==> src/rtl/uart_bitvec_loader_if.sv <==
// uart_bitvec_loader_if: groups the loader's control, UART read-side and result
// signals. The "slave" modport is the loader itself. The "master" modport is the
// surrounding logic, which supplies start and the FIFO view and consumes results.
interface uart_bitvec_loader_if #(
  parameter int NBITS = 66,
  parameter int CNT_W = 11
);
  logic             start;
  logic             rx_empty;
  logic [7:0]       rx_data;
  logic             rd_uart;
  logic [NBITS-1:0] vec;
  logic [CNT_W-1:0] bit_count;
  logic             busy;
  logic             done;
  logic             done_tick;
  logic             err;
  logic             wr_uart;
  logic [7:0]       wr_data;

  modport master (
    output start, rx_empty, rx_data,
    input  rd_uart, vec, bit_count, busy, done, done_tick, err, wr_uart, wr_data
  );

  modport slave (
    input  start, rx_empty, rx_data,
    output rd_uart, vec, bit_count, busy, done, done_tick, err, wr_uart, wr_data
  );
endinterface

==> src/rtl/uart_bitvec_loader.sv <==
// uart_bitvec_loader: pulls ASCII '0'/'1' characters from a first-word-fall-through
// UART receive FIFO and packs them into an NBITS-wide vector.
// Each character takes three cycles: LOAD decodes it, POP strobes rd_uart and
// applies the result, and SETTLE waits for the FIFO outputs to refresh.
// CR, LF and space are skipped. Any other character is discarded and sets the
// sticky err flag.
// Optional echo of received characters is enabled by defining UART_BITVEC_ECHO_EN.
module uart_bitvec_loader #(
  parameter int NBITS     = 66,
  parameter int CNT_W     = 11,
  parameter int LSB_FIRST = 1
) (
  input  logic               CLK,
  input  logic               reset,
  uart_bitvec_loader_if.slave bus
);

  typedef enum logic [2:0] {
    S_IDLE   = 3'd0,
    S_LOAD   = 3'd1,
    S_POP    = 3'd2,
    S_SETTLE = 3'd3,
    S_DONE   = 3'd4
  } state_t;

  typedef enum logic [1:0] {
    K_BIT  = 2'd0,
    K_SKIP = 2'd1,
    K_BAD  = 2'd2
  } kind_t;

  localparam logic [CNT_W-1:0] L_NBITS   = CNT_W'(NBITS);
  localparam logic [CNT_W-1:0] L_CNT_ONE = CNT_W'(1);
  localparam logic [NBITS-1:0] L_VEC_ONE = NBITS'(1);

  // Classify one received byte as a data bit, a skipped separator or garbage.
  function automatic kind_t f_decode(input logic [7:0] b);
    kind_t k;
    case (b)
      8'h30, 8'h31:        k = K_BIT;
      8'h0D, 8'h0A, 8'h20: k = K_SKIP;
      default:             k = K_BAD;
    endcase
    return k;
  endfunction

  state_t           r_state;
  state_t           w_state_nxt;
  logic [NBITS-1:0] r_vec;
  logic [NBITS-1:0] w_vec_nxt;
  logic [CNT_W-1:0] r_bit_count;
  logic [CNT_W-1:0] w_cnt_nxt;
  logic             r_rd_uart;
  logic             w_rd_nxt;
  logic             r_busy;
  logic             w_busy_nxt;
  logic             r_done;
  logic             w_done_nxt;
  logic             r_done_tick;
  logic             w_tick_nxt;
  logic             r_err;
  logic             w_err_nxt;
  kind_t            r_dec_kind;
  kind_t            w_kind_nxt;
  logic             r_dec_bit;
  logic             w_dbit_nxt;

  // State register; reset drops straight into LOAD so loading starts immediately.
  always_ff @(posedge CLK or posedge reset) begin
    if (reset) begin
      r_state <= S_LOAD;
    end else begin
      r_state <= w_state_nxt;
    end
  end

  // Next-state and next-value logic; start overrides everything except reset.
  always_comb begin
    w_state_nxt = r_state;
    w_vec_nxt   = r_vec;
    w_cnt_nxt   = r_bit_count;
    w_rd_nxt    = 1'b0;
    w_done_nxt  = r_done;
    w_tick_nxt  = 1'b0;
    w_err_nxt   = r_err;
    w_kind_nxt  = r_dec_kind;
    w_dbit_nxt  = r_dec_bit;
    if (bus.start) begin
      // A decode latched for POP is dropped here; a pop already on the bus completes.
      w_state_nxt = S_LOAD;
      w_vec_nxt   = '0;
      w_cnt_nxt   = '0;
      w_done_nxt  = 1'b0;
      w_err_nxt   = 1'b0;
    end else begin
      case (r_state)
        S_IDLE: begin
          w_state_nxt = S_IDLE;
        end
        S_LOAD: begin
          if (!bus.rx_empty) begin
            w_kind_nxt  = f_decode(bus.rx_data);
            w_dbit_nxt  = bus.rx_data[0];
            w_rd_nxt    = 1'b1;
            w_state_nxt = S_POP;
          end else begin
            w_state_nxt = S_LOAD;
          end
        end
        S_POP: begin
          w_state_nxt = S_SETTLE;
          case (r_dec_kind)
            K_BIT: begin
              if (r_bit_count < L_NBITS) begin
                if (LSB_FIRST != 0) begin
                  w_vec_nxt = (r_vec & ~(L_VEC_ONE << r_bit_count))
                            | (NBITS'(r_dec_bit) << r_bit_count);
                end else begin
                  w_vec_nxt = {r_vec[NBITS-2:0], r_dec_bit};
                end
                w_cnt_nxt = r_bit_count + L_CNT_ONE;
              end else begin
                w_cnt_nxt = r_bit_count;
              end
            end
            K_SKIP: begin
              w_cnt_nxt = r_bit_count;
            end
            K_BAD: begin
              w_err_nxt = 1'b1;
            end
            default: begin
              w_err_nxt = 1'b1;
            end
          endcase
        end
        S_SETTLE: begin
          if (r_bit_count == L_NBITS) begin
            w_state_nxt = S_DONE;
            w_done_nxt  = 1'b1;
            w_tick_nxt  = 1'b1;
          end else begin
            w_state_nxt = S_LOAD;
          end
        end
        S_DONE: begin
          // Remaining FIFO bytes are left in place for the next load.
          w_state_nxt = S_DONE;
          w_done_nxt  = 1'b1;
        end
        default: begin
          w_state_nxt = S_LOAD;
        end
      endcase
    end
    w_busy_nxt = (w_state_nxt == S_LOAD) || (w_state_nxt == S_POP) ||
                 (w_state_nxt == S_SETTLE);
  end

  // Registered outputs and the latched decode result.
  always_ff @(posedge CLK or posedge reset) begin
    if (reset) begin
      r_vec       <= '0;
      r_bit_count <= '0;
      r_rd_uart   <= 1'b0;
      r_busy      <= 1'b1;
      r_done      <= 1'b0;
      r_done_tick <= 1'b0;
      r_err       <= 1'b0;
      r_dec_kind  <= K_SKIP;
      r_dec_bit   <= 1'b0;
    end else begin
      r_vec       <= w_vec_nxt;
      r_bit_count <= w_cnt_nxt;
      r_rd_uart   <= w_rd_nxt;
      r_busy      <= w_busy_nxt;
      r_done      <= w_done_nxt;
      r_done_tick <= w_tick_nxt;
      r_err       <= w_err_nxt;
      r_dec_kind  <= w_kind_nxt;
      r_dec_bit   <= w_dbit_nxt;
    end
  end

  assign bus.vec       = r_vec;
  assign bus.bit_count = r_bit_count;
  assign bus.rd_uart   = r_rd_uart;
  assign bus.busy      = r_busy;
  assign bus.done      = r_done;
  assign bus.done_tick = r_done_tick;
  assign bus.err       = r_err;

`ifdef UART_BITVEC_ECHO_EN
  logic       r_wr_uart;
  logic       w_wr_nxt;
  logic [7:0] r_wr_data;
  logic [7:0] w_wr_data_nxt;

  // Echo strobe timed to coincide with POP, plus a newline alongside done_tick.
  always_comb begin
    w_wr_nxt      = 1'b0;
    w_wr_data_nxt = 8'h00;
    if (bus.start) begin
      w_wr_nxt      = 1'b0;
      w_wr_data_nxt = 8'h00;
    end else if ((r_state == S_LOAD) && !bus.rx_empty) begin
      w_wr_nxt      = 1'b1;
      w_wr_data_nxt = (f_decode(bus.rx_data) == K_BAD) ? 8'h3F : bus.rx_data;
    end else if ((r_state == S_SETTLE) && (r_bit_count == L_NBITS)) begin
      w_wr_nxt      = 1'b1;
      w_wr_data_nxt = 8'h0A;
    end else begin
      w_wr_nxt      = 1'b0;
      w_wr_data_nxt = 8'h00;
    end
  end

  // Echo output registers; the transmit FIFO full flag is deliberately ignored.
  always_ff @(posedge CLK or posedge reset) begin
    if (reset) begin
      r_wr_uart <= 1'b0;
      r_wr_data <= 8'h00;
    end else begin
      r_wr_uart <= w_wr_nxt;
      r_wr_data <= w_wr_data_nxt;
    end
  end

  assign bus.wr_uart = r_wr_uart;
  assign bus.wr_data = r_wr_data;
`else
  assign bus.wr_uart = 1'b0;
  assign bus.wr_data = 8'h00;
`endif

endmodule
==> src/flat_wrapper.sv <==
// flat-port wrapper written by rule: the top's interface ports become plain ports
module uart_bitvec_loader_flat 
#(
  parameter int NBITS     = 66,
  parameter int CNT_W     = 11,
  parameter int LSB_FIRST = 1
)
  (CLK, reset, bus_start, bus_rx_empty, bus_rx_data, bus_rd_uart, bus_vec, bus_bit_count, bus_busy, bus_done, bus_done_tick, bus_err, bus_wr_uart, bus_wr_data);
  uart_bitvec_loader_if #(.NBITS(NBITS), .CNT_W(CNT_W)) bus_i ();
  input  logic CLK;
  input  logic reset;
  input wire logic [$bits(bus_i.start)-1:0] bus_start;
  input wire logic [$bits(bus_i.rx_empty)-1:0] bus_rx_empty;
  input wire logic [$bits(bus_i.rx_data)-1:0] bus_rx_data;
  output wire logic [$bits(bus_i.rd_uart)-1:0] bus_rd_uart;
  output wire logic [$bits(bus_i.vec)-1:0] bus_vec;
  output wire logic [$bits(bus_i.bit_count)-1:0] bus_bit_count;
  output wire logic [$bits(bus_i.busy)-1:0] bus_busy;
  output wire logic [$bits(bus_i.done)-1:0] bus_done;
  output wire logic [$bits(bus_i.done_tick)-1:0] bus_done_tick;
  output wire logic [$bits(bus_i.err)-1:0] bus_err;
  output wire logic [$bits(bus_i.wr_uart)-1:0] bus_wr_uart;
  output wire logic [$bits(bus_i.wr_data)-1:0] bus_wr_data;
  assign bus_i.start = bus_start;
  assign bus_i.rx_empty = bus_rx_empty;
  assign bus_i.rx_data = bus_rx_data;
  assign bus_rd_uart = bus_i.rd_uart;
  assign bus_vec = bus_i.vec;
  assign bus_bit_count = bus_i.bit_count;
  assign bus_busy = bus_i.busy;
  assign bus_done = bus_i.done;
  assign bus_done_tick = bus_i.done_tick;
  assign bus_err = bus_i.err;
  assign bus_wr_uart = bus_i.wr_uart;
  assign bus_wr_data = bus_i.wr_data;
  uart_bitvec_loader #(.NBITS(NBITS), .CNT_W(CNT_W), .LSB_FIRST(LSB_FIRST)) u_core (.CLK(CLK), .reset(reset), .bus(bus_i));
endmodule
==> config.mk <==
export PLATFORM = sky130hd
export DESIGN_NAME = uart_bitvec_loader_flat
export DESIGN_NICKNAME = d
export VERILOG_FILES = /design/src/rtl/uart_bitvec_loader_if.sv /design/src/rtl/uart_bitvec_loader.sv /design/src/flat_wrapper.sv
export SDC_FILE = /design/constraint.sdc
export NUM_CORES = 1
export LEC_CHECK = 0
export BUFFER_PORTS_ARGS = -buffer_cell sky130_fd_sc_hd__buf_2
export CAP_MARGIN = 20
export CORE_ASPECT_RATIO = 1.25
export CORE_UTILIZATION = 30
export DETAILED_ROUTE_END_ITERATION = 16
export MAX_ROUTING_LAYER = met4
export PLACE_DENSITY = 0.52
export SLEW_MARGIN = 20
export SYNTH_ARGS = -nofsm -noshare
export SYNTH_HDL_FRONTEND = slang
export SYNTH_SLANG_ARGS = --single-unit
==> constraint.sdc <==
create_clock -name CLK -period 2.85 [get_ports CLK]
set_input_delay 0.57 -clock CLK [delete_from_list [all_inputs] [get_ports CLK]]
set_output_delay 0.57 -clock CLK [all_outputs]
set_load 0.02 [all_outputs]
# After elaboration in Yosys (flattened, before gate mapping)
# Cells that the tools add are included.
[word_totals]
out_inout_bits = 91
reg_bits = 88
[classes]
shifts = 2
bitwise = 5
mux = 25
n_reduce_logical = 15
magnitude_cmp = 1
eq_ne = 16
add_sub_neg = 1
[op_table]
columns = ["op", "count"]
rows = [
  ["two-way mux 66 bit", 4],
  ["AND 66 bit", 1],
  ["NOT 66 bit", 1],
  ["OR 66 bit", 1],
  ["<< shifter 1 x 11 -> 66 bit", 1],
  ["<< shifter 1 x 11 -> 66 bit, first input constant", 1],
  ["two-way mux 11 bit", 4],
  ["equality test 8 x 6 -> 1 bit, second input constant", 3],
  ["equality test 8 x 4 -> 1 bit, second input constant", 2],
  ["case mux 3 bit (5 select lines)", 1],
  ["equality test 3 x 2 -> 1 bit, second input constant", 4],
  ["adder 11 x 1 -> 11 bit, second input constant", 1],
  ["equality test 11 x 7 -> 1 bit, second input constant", 1],
  ["less-than comparator 11 x 7 -> 1 bit, second input constant", 1],
  ["two-way mux 1 bit", 11],
  ["equality test 3 x 1 -> 1 bit, second input constant", 2],
  ["two-way mux 3 bit", 2],
  ["AND reduction 3 bit", 2],
  ["nonzero test 2 bit", 3],
  ["case mux 2 bit (2 select lines)", 1],
  ["AND reduction 2 bit", 2],
  ["OR reduction 2 bit", 2],
  ["equality test 3 bit, second input constant", 1],
  ["logical NOT 3 bit", 1],
  ["other kinds (10)", 12],
]

# Longest topological paths before layout
# Gate-level depths: netlist of run 1.
[logic_depth]
depth_word = 8
mapped_depth = 7
depth_no_buf = 6

# Worst setup path after synthesis of run 1
# OpenSTA, ideal clock, no wires.
[synth_timing]
path_type = "flip-flop to flip-flop"
startpoint = "register u_core.r_bit_count[1] (netlist: u_core.bus.bit_count[1])"
endpoint = "register u_core.r_bit_count[2] (netlist: u_core.bus.bit_count[2])"
synth_period_minus_slack_ps = 1984
setup_slack_ps = 866
t_required_ps = 2725
setup_time_ps = 125
arrival_ps = 1860
path_stages_with_launch = 5
cell_sequence = "dfrtp_1 > or4_4 > o21a_4 > nor3b_1 > mux2_2"
[synth_via]
elab_chain_len = 5
elab_cells_between_ends = 8
cone_classes = "1 x add/sub; 1 x order compare; 4 x mux; 2 x reduce/logical"
[synth_lines]
columns = ["item", "line", "source"]
rows = [
  ["start, declared", "uart_bitvec_loader.sv:51", "logic [CNT_W-1:0] r_bit_count;"],
  ["start signal, assigned", "uart_bitvec_loader.sv:174", "r_bit_count <= w_cnt_nxt;"],
  ["adder 11 x 1 -> 11 bit", "uart_bitvec_loader.sv:121", "w_cnt_nxt = r_bit_count + L_CNT_ONE;"],
  ["two-way mux 11 bit", "uart_bitvec_loader.sv:114", "if (r_bit_count < L_NBITS) begin"],
  ["two-way mux 11 bit", "uart_bitvec_loader.sv:112", "case (r_dec_kind)"],
  ["two-way mux 11 bit", "uart_bitvec_loader.sv:96", "case (r_state)"],
  ["two-way mux 11 bit", "uart_bitvec_loader.sv:88", "if (bus.start) begin"],
]
# Parallel ways exist; a longest one is shown, timed or not. The select of a mux whose other input is x is not followed.
# A chain may end at the register's enable or synchronous reset.

# Worst setup path after layout of run 1
[layout_timing]
startpoint = "register u_core.r_bit_count[7] (netlist: u_core.bus.bit_count[7])"
endpoint = "register u_core.r_vec[6] (netlist: u_core.bus.vec[6])"
[layout_via]
elab_chain_len = 8
elab_cells_between_ends = 12
cone_classes = "1 x order compare; 2 x shift; 4 x mux; 3 x bitwise; 2 x reduce/logical"
[layout_lines]
columns = ["item", "line", "source"]
rows = [
  ["parallel branches: the longest is 8 deep, another holds less-than comparator 11 x 7 -> 1 bit", "--", ""],
  ["end signal, assigned", "uart_bitvec_loader.sv:173", "r_vec <= w_vec_nxt;"],
  ["end, declared", "uart_bitvec_loader.sv:49", "logic [NBITS-1:0] r_vec;"],
]
# Parallel ways; which one is timed is not known. The select of a mux whose other input is x is not followed.

==> flow_summary.ini, run 1 <==
[setup_path]
critPathSlowestCell = nand4_1
slowest_delay_ns = 0.60
worst-path-buf-inv = 1
critPathCaptureType = register
crit_required_ns = 3.04
crit_start = u_core.bus.bit_count[7]$_DFFE_PP0P_
r2r_slack_ns = 0.57
arrival_ns = 2.47
crit_type = register to register
path_delay_family = simple AND/OR/NAND/NOR gates
cp_max_fo = 14
cp-start-kind = register
path_cells = nor3_1, nand4_1, buf_4, o211ai_1, o21ai_0
regToRegStartpoint = u_core.bus.bit_count[7]$_DFFE_PP0P_

[yosys]
synth-main-ff-cell = dfrtp_1
yosysTopAreaCell = dfrtp_1
synth_cells = 431
synthTopCellsByArea = dfrtp_1 49%, o211ai_1 7.3%, o21ai_0 3.8%, o31ai_1 3.7%, nand3_1 3.2%
synth_cell_type_count = 50
synthArstFlopShare_pct = 100
yosys_warnings = 0
yosys.area.top_type_share_pct = 49.3
synth_enable_flop_cells = 0
avgSynthCellArea_sq_um = 10.0
synth-seq-cells = 88
ys_seq_area_share_pct = 51.1
syn_area_sq_um = 4310

[global_routing]
grt.met1_usage_pct = 23.3
grt_pass1_wl_mm = 19.8
grt_pass1_vias = 3668
grtUsageMet3_pct = 3.02
grt_antenna_before_repair = 0
globalRouteOverflowTotal = 0
grt_max_degree = 57
busiest_layer = met2
use_met2_pct = 28.6
grt_usage_pct = 18.0

[floorplanning]
dieHeight_microns = 136
core_area_sq_um = 13900
die_w_microns = 109
dieArea_sq_um = 14900
io_pins = 103
start_util_pct = 31.0
row_count = 48

[routing]
routed_wl_mm = 12.5
vias = 3711
ant_nets = 0
drc = 0
viasPerCell = 5.39
wl_per_cell_microns = 18.2
drt_iter0_markers = 187
drt_first_pass_iters = 4

[sta]
maxSlewHeadroom_pct = 54.8
finalSetupViolations = 0
hold_viol_final = 0
worst_pin_slew_ns = 0.679
rsz0062_at_grt = no
setup_ws_ns = 0.567
hold_ws_ns = 0.219
timing.final.crit_share_pct = 80.1
finalClockSkew_ns = 0.00618
period_needed_ns = 2.28
slew_viol_final = 0
max_freq_ghz = 0.438
tns_ns = 0

[status]
status = finished clean

[clock_network]
clock-root-buffer = clkbuf_16
htreeDepth = 3
post_cts_buffers = 0
cts_hold_buf = 0
cts_buffers = 9
clkTransAtPathRegs_ns = 0.06
cts_resized = 0
cts_sinks = 88
tritoncts = done
clockBufferDepth = 2
clkLatencyLatePin_ns = 0.34

[cells_and_area]
final_cell_mix = 93 x buf_2, 85 x dfrtp_1, 42 x o211ai_1
area_growth_pct = 21.5
finalNetCount = 522
diodes = 0
drive_gt1_share_pct = 27.3
layout_commonest_cell = buf_2
utilization_pct = 37.6

[pwr]
totalPowerFinal_uw = 2680
p_per_area_nw_per_um2 = 511
vdd_ir_drop_max_mv = 0.242
power_leakage_uw = 0.00238

[worst_hold_path]
hold_path_class = input pin to async pin

[run]
maxCapViolations = 0

[place]
dp_worst_setup_slack_ns = 0.579
gp_congestion = 0.843
port_buffers = 93
dp_hpwl_mm = 8.68
-- per-layer routing --
metal / vias up / part of all wire, %
met4: 0 / 1.1
met5: - / 0
met1: 1820 / 47
met2: 100 / 48
li1: 1784 / -
met3: 7 / 4.4
-- report_power, final --
part           total, uW  switching, uW  internal [uW]  leakage, uW
combinational        134            103           30.7      0.00102
sequential          1280           18.6           1260      0.00121
clock               1270            474            792     0.000154
-- per-stage QoR --
stage,cells,instance area (sq um)
2_1_floorplan,439,4340
3_3_place_gp,672,4920
3_5_place_dp,672,4920
4_1_cts,688,5240
5_1_grt,688,5240
6_report,688,5240
-- synth_stat cells, types with 4 or more instances --
cell type,n
inv_1,8
nand2_1,9
o311ai_0,9
or3_1,7
o21ai_1,10
o41ai_1,7
o21ai_0,33
o211ai_1,42
nor2_1,14
a21oi_1,19
buf_2,4
nor3_1,8
and4_1,5
nor2b_1,13
nand3_1,28
dfrtp_1,85
clkbuf_1,34
nand4_1,18
mux2_2,5
buf_4,9
o31ai_1,21
-- registers in the layout, summed over array words and instances (netlist names) --
register and flops:
u_core.bus.done 1, u_core.bus.vec 66, u_core.r_dec_kind 2, u_core.bus.busy 1, u_core.bus.bit_count 11, u_core.bus.rd_uart 1
u_core.bus.done_tick 1, u_core.r_state 3, u_core.bus.err 1, u_core.r_dec_bit 1
-- final timing paths --
| path | depth (start not counted) | end |
|---|---|---|
| max in group asynchronous | 3 | u_core.bus.vec[56]$_DFFE_PP0P_ |
| worst max-delay path | 5 | u_core.bus.vec[6]$_DFFE_PP0P_ |
| min in group CLK | 2 | u_core.r_dec_kind[0]$_DFFE_PP1P_ |
| worst min-delay path | 2 | u_core.bus.done_tick$_DFF_PP0_ |
| worst max register to register | 5 | u_core.bus.vec[6]$_DFFE_PP0P_ |
| worst min register to register | 2 | u_core.r_dec_kind[0]$_DFFE_PP1P_ |
-- kinds of logic (layout without fill, tap and decap cells) --
logic type / count (synthesis) / count (layout) / share of synthesized area, %
AOI/OAI and AO/OA: 149 / 149 / 23.1
and+or+nand+nor: 127 / 127 / 17.4
DFF: 88 / 88 / 51.1
buffers and inverters: 58 / 132 / 6.15
muxes: 6 / 6 / 1.54
adders and majority gates: 2 / 2 / 0.580
other: 1 / 9 / 0.0869
-- worst register-to-register path: stages (launching register included) --
cell and delay (ns):
dfrtp_1 0.43, nor3_1 0.40, nand4_1 0.60, buf_4 0.42
o211ai_1 0.18, o21ai_0 0.10
-- final cells by class --
type	instances	area (sq um)
tap	175	219
fill	1446	8690
clock buffer	13	250
sequential	88	2210
multi-input combinational	293	1880
inverter	8	31.3
clock inverter	3	65.1
timing repair buffer	108	591
(Power assumes the default switching activity.)
==> inputs of run 2 (changes only) <==
--- a/config.mk
+++ b/config.mk
@@ -5,13 +5,14 @@
 export SDC_FILE = /design/constraint.sdc
 export NUM_CORES = 1
 export LEC_CHECK = 0
+export ABC_AREA = 1
 export BUFFER_PORTS_ARGS = -buffer_cell sky130_fd_sc_hd__buf_2
 export CAP_MARGIN = 20
 export CORE_ASPECT_RATIO = 1.25
 export CORE_UTILIZATION = 30
 export DETAILED_ROUTE_END_ITERATION = 16
 export MAX_ROUTING_LAYER = met4
-export PLACE_DENSITY = 0.52
+export PLACE_DENSITY = 0.49
 export SLEW_MARGIN = 20
 export SYNTH_ARGS = -nofsm -noshare
 export SYNTH_HDL_FRONTEND = slang
==> constraint.sdc (replaced) <==
create_clock -name CLK -period 2.36 [get_ports CLK]
set_input_delay 0.472 -clock CLK [delete_from_list [all_inputs] [get_ports CLK]]
set_output_delay 0.472 -clock CLK [all_outputs]
set_load 0.02 [all_outputs]
==> flow_summary.ini, run 2 <==
[routing]
routed_wl_mm = 14.9
viasPerCell = 4.68
vias = 4793
drt_first_pass_iters = 4
drt_iter0_markers = 261
wl_per_cell_microns = 14.5
ant_nets = 0
drc = 0

[setup_path]
crit_required_ns = 2.64
critPathCaptureType = register
worst-path-buf-inv = 2
cp_max_fo = 28
crit_type = register to register
cp-start-kind = register
r2r_slack_ns = 0.35
slowest_delay_ns = 0.55
arrival_ns = 2.28
critPathSlowestCell = dfrtp_1
path_delay_family = simple AND/OR/NAND/NOR gates
path_cells = nor2_4, nand2_1, nand2_2, nand3_4, buf_4, nor2_4, buf_4, nand2_1, o21ai_1

[sta]
finalSetupViolations = 0
rsz0062_at_grt = no
slew_viol_final = 0
tns_ns = 0
timing.final.crit_share_pct = 85.0
period_needed_ns = 2.01
finalClockSkew_ns = 0.00995
maxSlewHeadroom_pct = 60.9
max_freq_ghz = 0.499
worst_pin_slew_ns = 0.583
hold_ws_ns = 0.254
hold_viol_final = 0

[cells_and_area]
utilization_pct = 37.3
drive_gt1_share_pct = 19.5
fin_area_sq_um = 6110
diodes = 0
layout_commonest_cell = nand2_1
area_growth_pct = 20.1
final_cell_mix = 229 x nand2_1, 93 x buf_2, 85 x dfrtp_1
finalNetCount = 818
largest_reg_flops = 66

[global_routing]
globalRouteOverflowTotal = 0
grt_pass1_wl_mm = 24.3
grt_antenna_before_repair = 0
grt_usage_pct = 18.2
grt_max_degree = 89
grt_pass1_vias = 4672

[floorplanning]
dieHeight_microns = 148
dieArea_sq_um = 17500
core_area_sq_um = 16400
die_w_microns = 118
io_pins = 103
start_util_pct = 31.0
row_count = 52

[clock_network]
clockBufferDepth = 2
post_cts_buffers = 0
clock-root-buffer = clkbuf_16
clkLatencyLatePin_ns = 0.35
clkTransAtPathRegs_ns = 0.07
tritoncts = done
cts_hold_buf = 0
htreeDepth = 3
cts_resized = 0
cts_buffers = 9
cts_sinks = 88

[yosys]
synth_common_cells = 229 x nand2_1, 85 x dfrtp_1, 75 x inv_1, 66 x nor2_1, 56 x nand3_1
synthTopCellsByArea = dfrtp_1 42%, nand2_1 17%, nand4_1 6.1%, inv_1 5.5%, nand3_1 5.5%
yosys_warnings = 0
synth-seq-cells = 88
yosysMostFrequentCell = nand2_1
ys_seq_area_share_pct = 43.4
syn_area_sq_um = 5090
yosys.area.top_type_share_pct = 41.8
muxShareOfSynthArea_pct = 0
synth_cell_type_count = 32
synth-simple-area-share_pct = 38.9
synthArstFlopShare_pct = 100
synth_top_family_by_area = simple AND/OR/NAND/NOR gates
synth_fa_ha_area_share_pct = 0.492
synth_compound_area_share_pct = 5.41
synth_xor_area_share_pct = 0.516
avgSynthCellArea_sq_um = 7.11
synth_enable_flop_cells = 0
yosysTopAreaCell = dfrtp_1
synth-main-ff-cell = dfrtp_1
synth_cells = 716

[status]
status = finished clean

[run]
maxCapViolations = 0

[place]
port_buffers = 93
dp_hpwl_mm = 10.3
gp_congestion = 0.860
place_area_sq_um = 5790

[worst_hold_path]
hold_path_class = input pin to async pin

[pwr]
p_per_area_nw_per_um2 = 555
power_leakage_uw = 0.00318
vdd_ir_drop_max_mv = 0.305
## run 2: changes by cell type after synthesis, moves of 17 or more
| cell | change |
|---|---|
| o211ai_1 | -42 |
| clkbuf_1 | -17 |
| o31ai_1 | -18 |
| nand4_1 | +32 |
| inv_1 | +67 |
| nand3_1 | +28 |
| nand2_1 | +220 |
| nor2_1 | +52 |
## run 2: final timing paths
path,cells past startpoint,end,from
worst max-delay path,9,u_core.bus.vec[2]$_DFFE_PP0P_,u_core.bus.bit_count[3]$_DFFE_PP0P_
worst min-delay path,3,u_core.bus.vec[46]$_DFFE_PP0P_,reset
worst max register to register,9,u_core.bus.vec[2]$_DFFE_PP0P_,u_core.bus.bit_count[3]$_DFFE_PP0P_
worst min register to register,2,u_core.bus.done$_DFFE_PP0P_,u_core.bus.done$_DFFE_PP0P_
max in group asynchronous,3,u_core.bus.vec[57]$_DFFE_PP0P_,reset
min in group CLK,3,u_core.r_dec_bit$_DFFE_PP0P_,bus_rx_data[0]
## run 2: report_power, final
group / total (uW) / internal (uW) / switching [uW]
clock: 1570 / 930 / 637
sequential: 1540 / 1530 / 10.2
combinational: 285 / 58.1 / 227
total: 3390 / 2520 / 874
## run 2: cells by family after synthesis
group | Yosys count
other | 1
DFF | 88
AOI/OAI and AO/OA | 51
xor gates and xnor gates | 3
and+or+nand+nor | 443
buffers and inverters | 128
adders and majority gates | 2
## run 2: area by class of cell
type	instances	area (sq um)
fillers	1834	10300
multi-input cells	508	2350
flip-flops and latches	88	2210
repair buffers	116	651
inverters	81	308
well taps	216	270
clock buffers	9	225
clock inverters	7	95.1
## run 2: worst register-to-register path: stages (launching register included)
cell     delay, ns
dfrtp_1       0.55
nor2_4        0.20
nand2_1       0.11
nand2_2       0.10
nand3_4       0.08
buf_4         0.22
nor2_4        0.11
buf_4         0.32
nand2_1       0.10
o21ai_1       0.14
## run 2: routing by layer
metal | global-route usage (%) | vias to the layer above | share of wire (%)
met5 | - | - | 0
met1 | 23.1 | 2224 | 47
met3 | 3.20 | 14 | 3.9
li1 | - | 2456 | -
met4 | 5.44 | 0 | 1.5
met2 | 29.6 | 99 | 47
## run 2: per-stage QoR
stage | setup WS [ns] | power (uW) | std cells
floorplan | 0.683 | 1770 | 724
CTS | 0.336 | 3430 | 1025
global route | 0.174 | 3520 | 1025
detailed placement | 0.373 | 1860 | 1009
finish | 0.355 | 3390 | 1025
global placement | 0.379 | 1860 | 1009
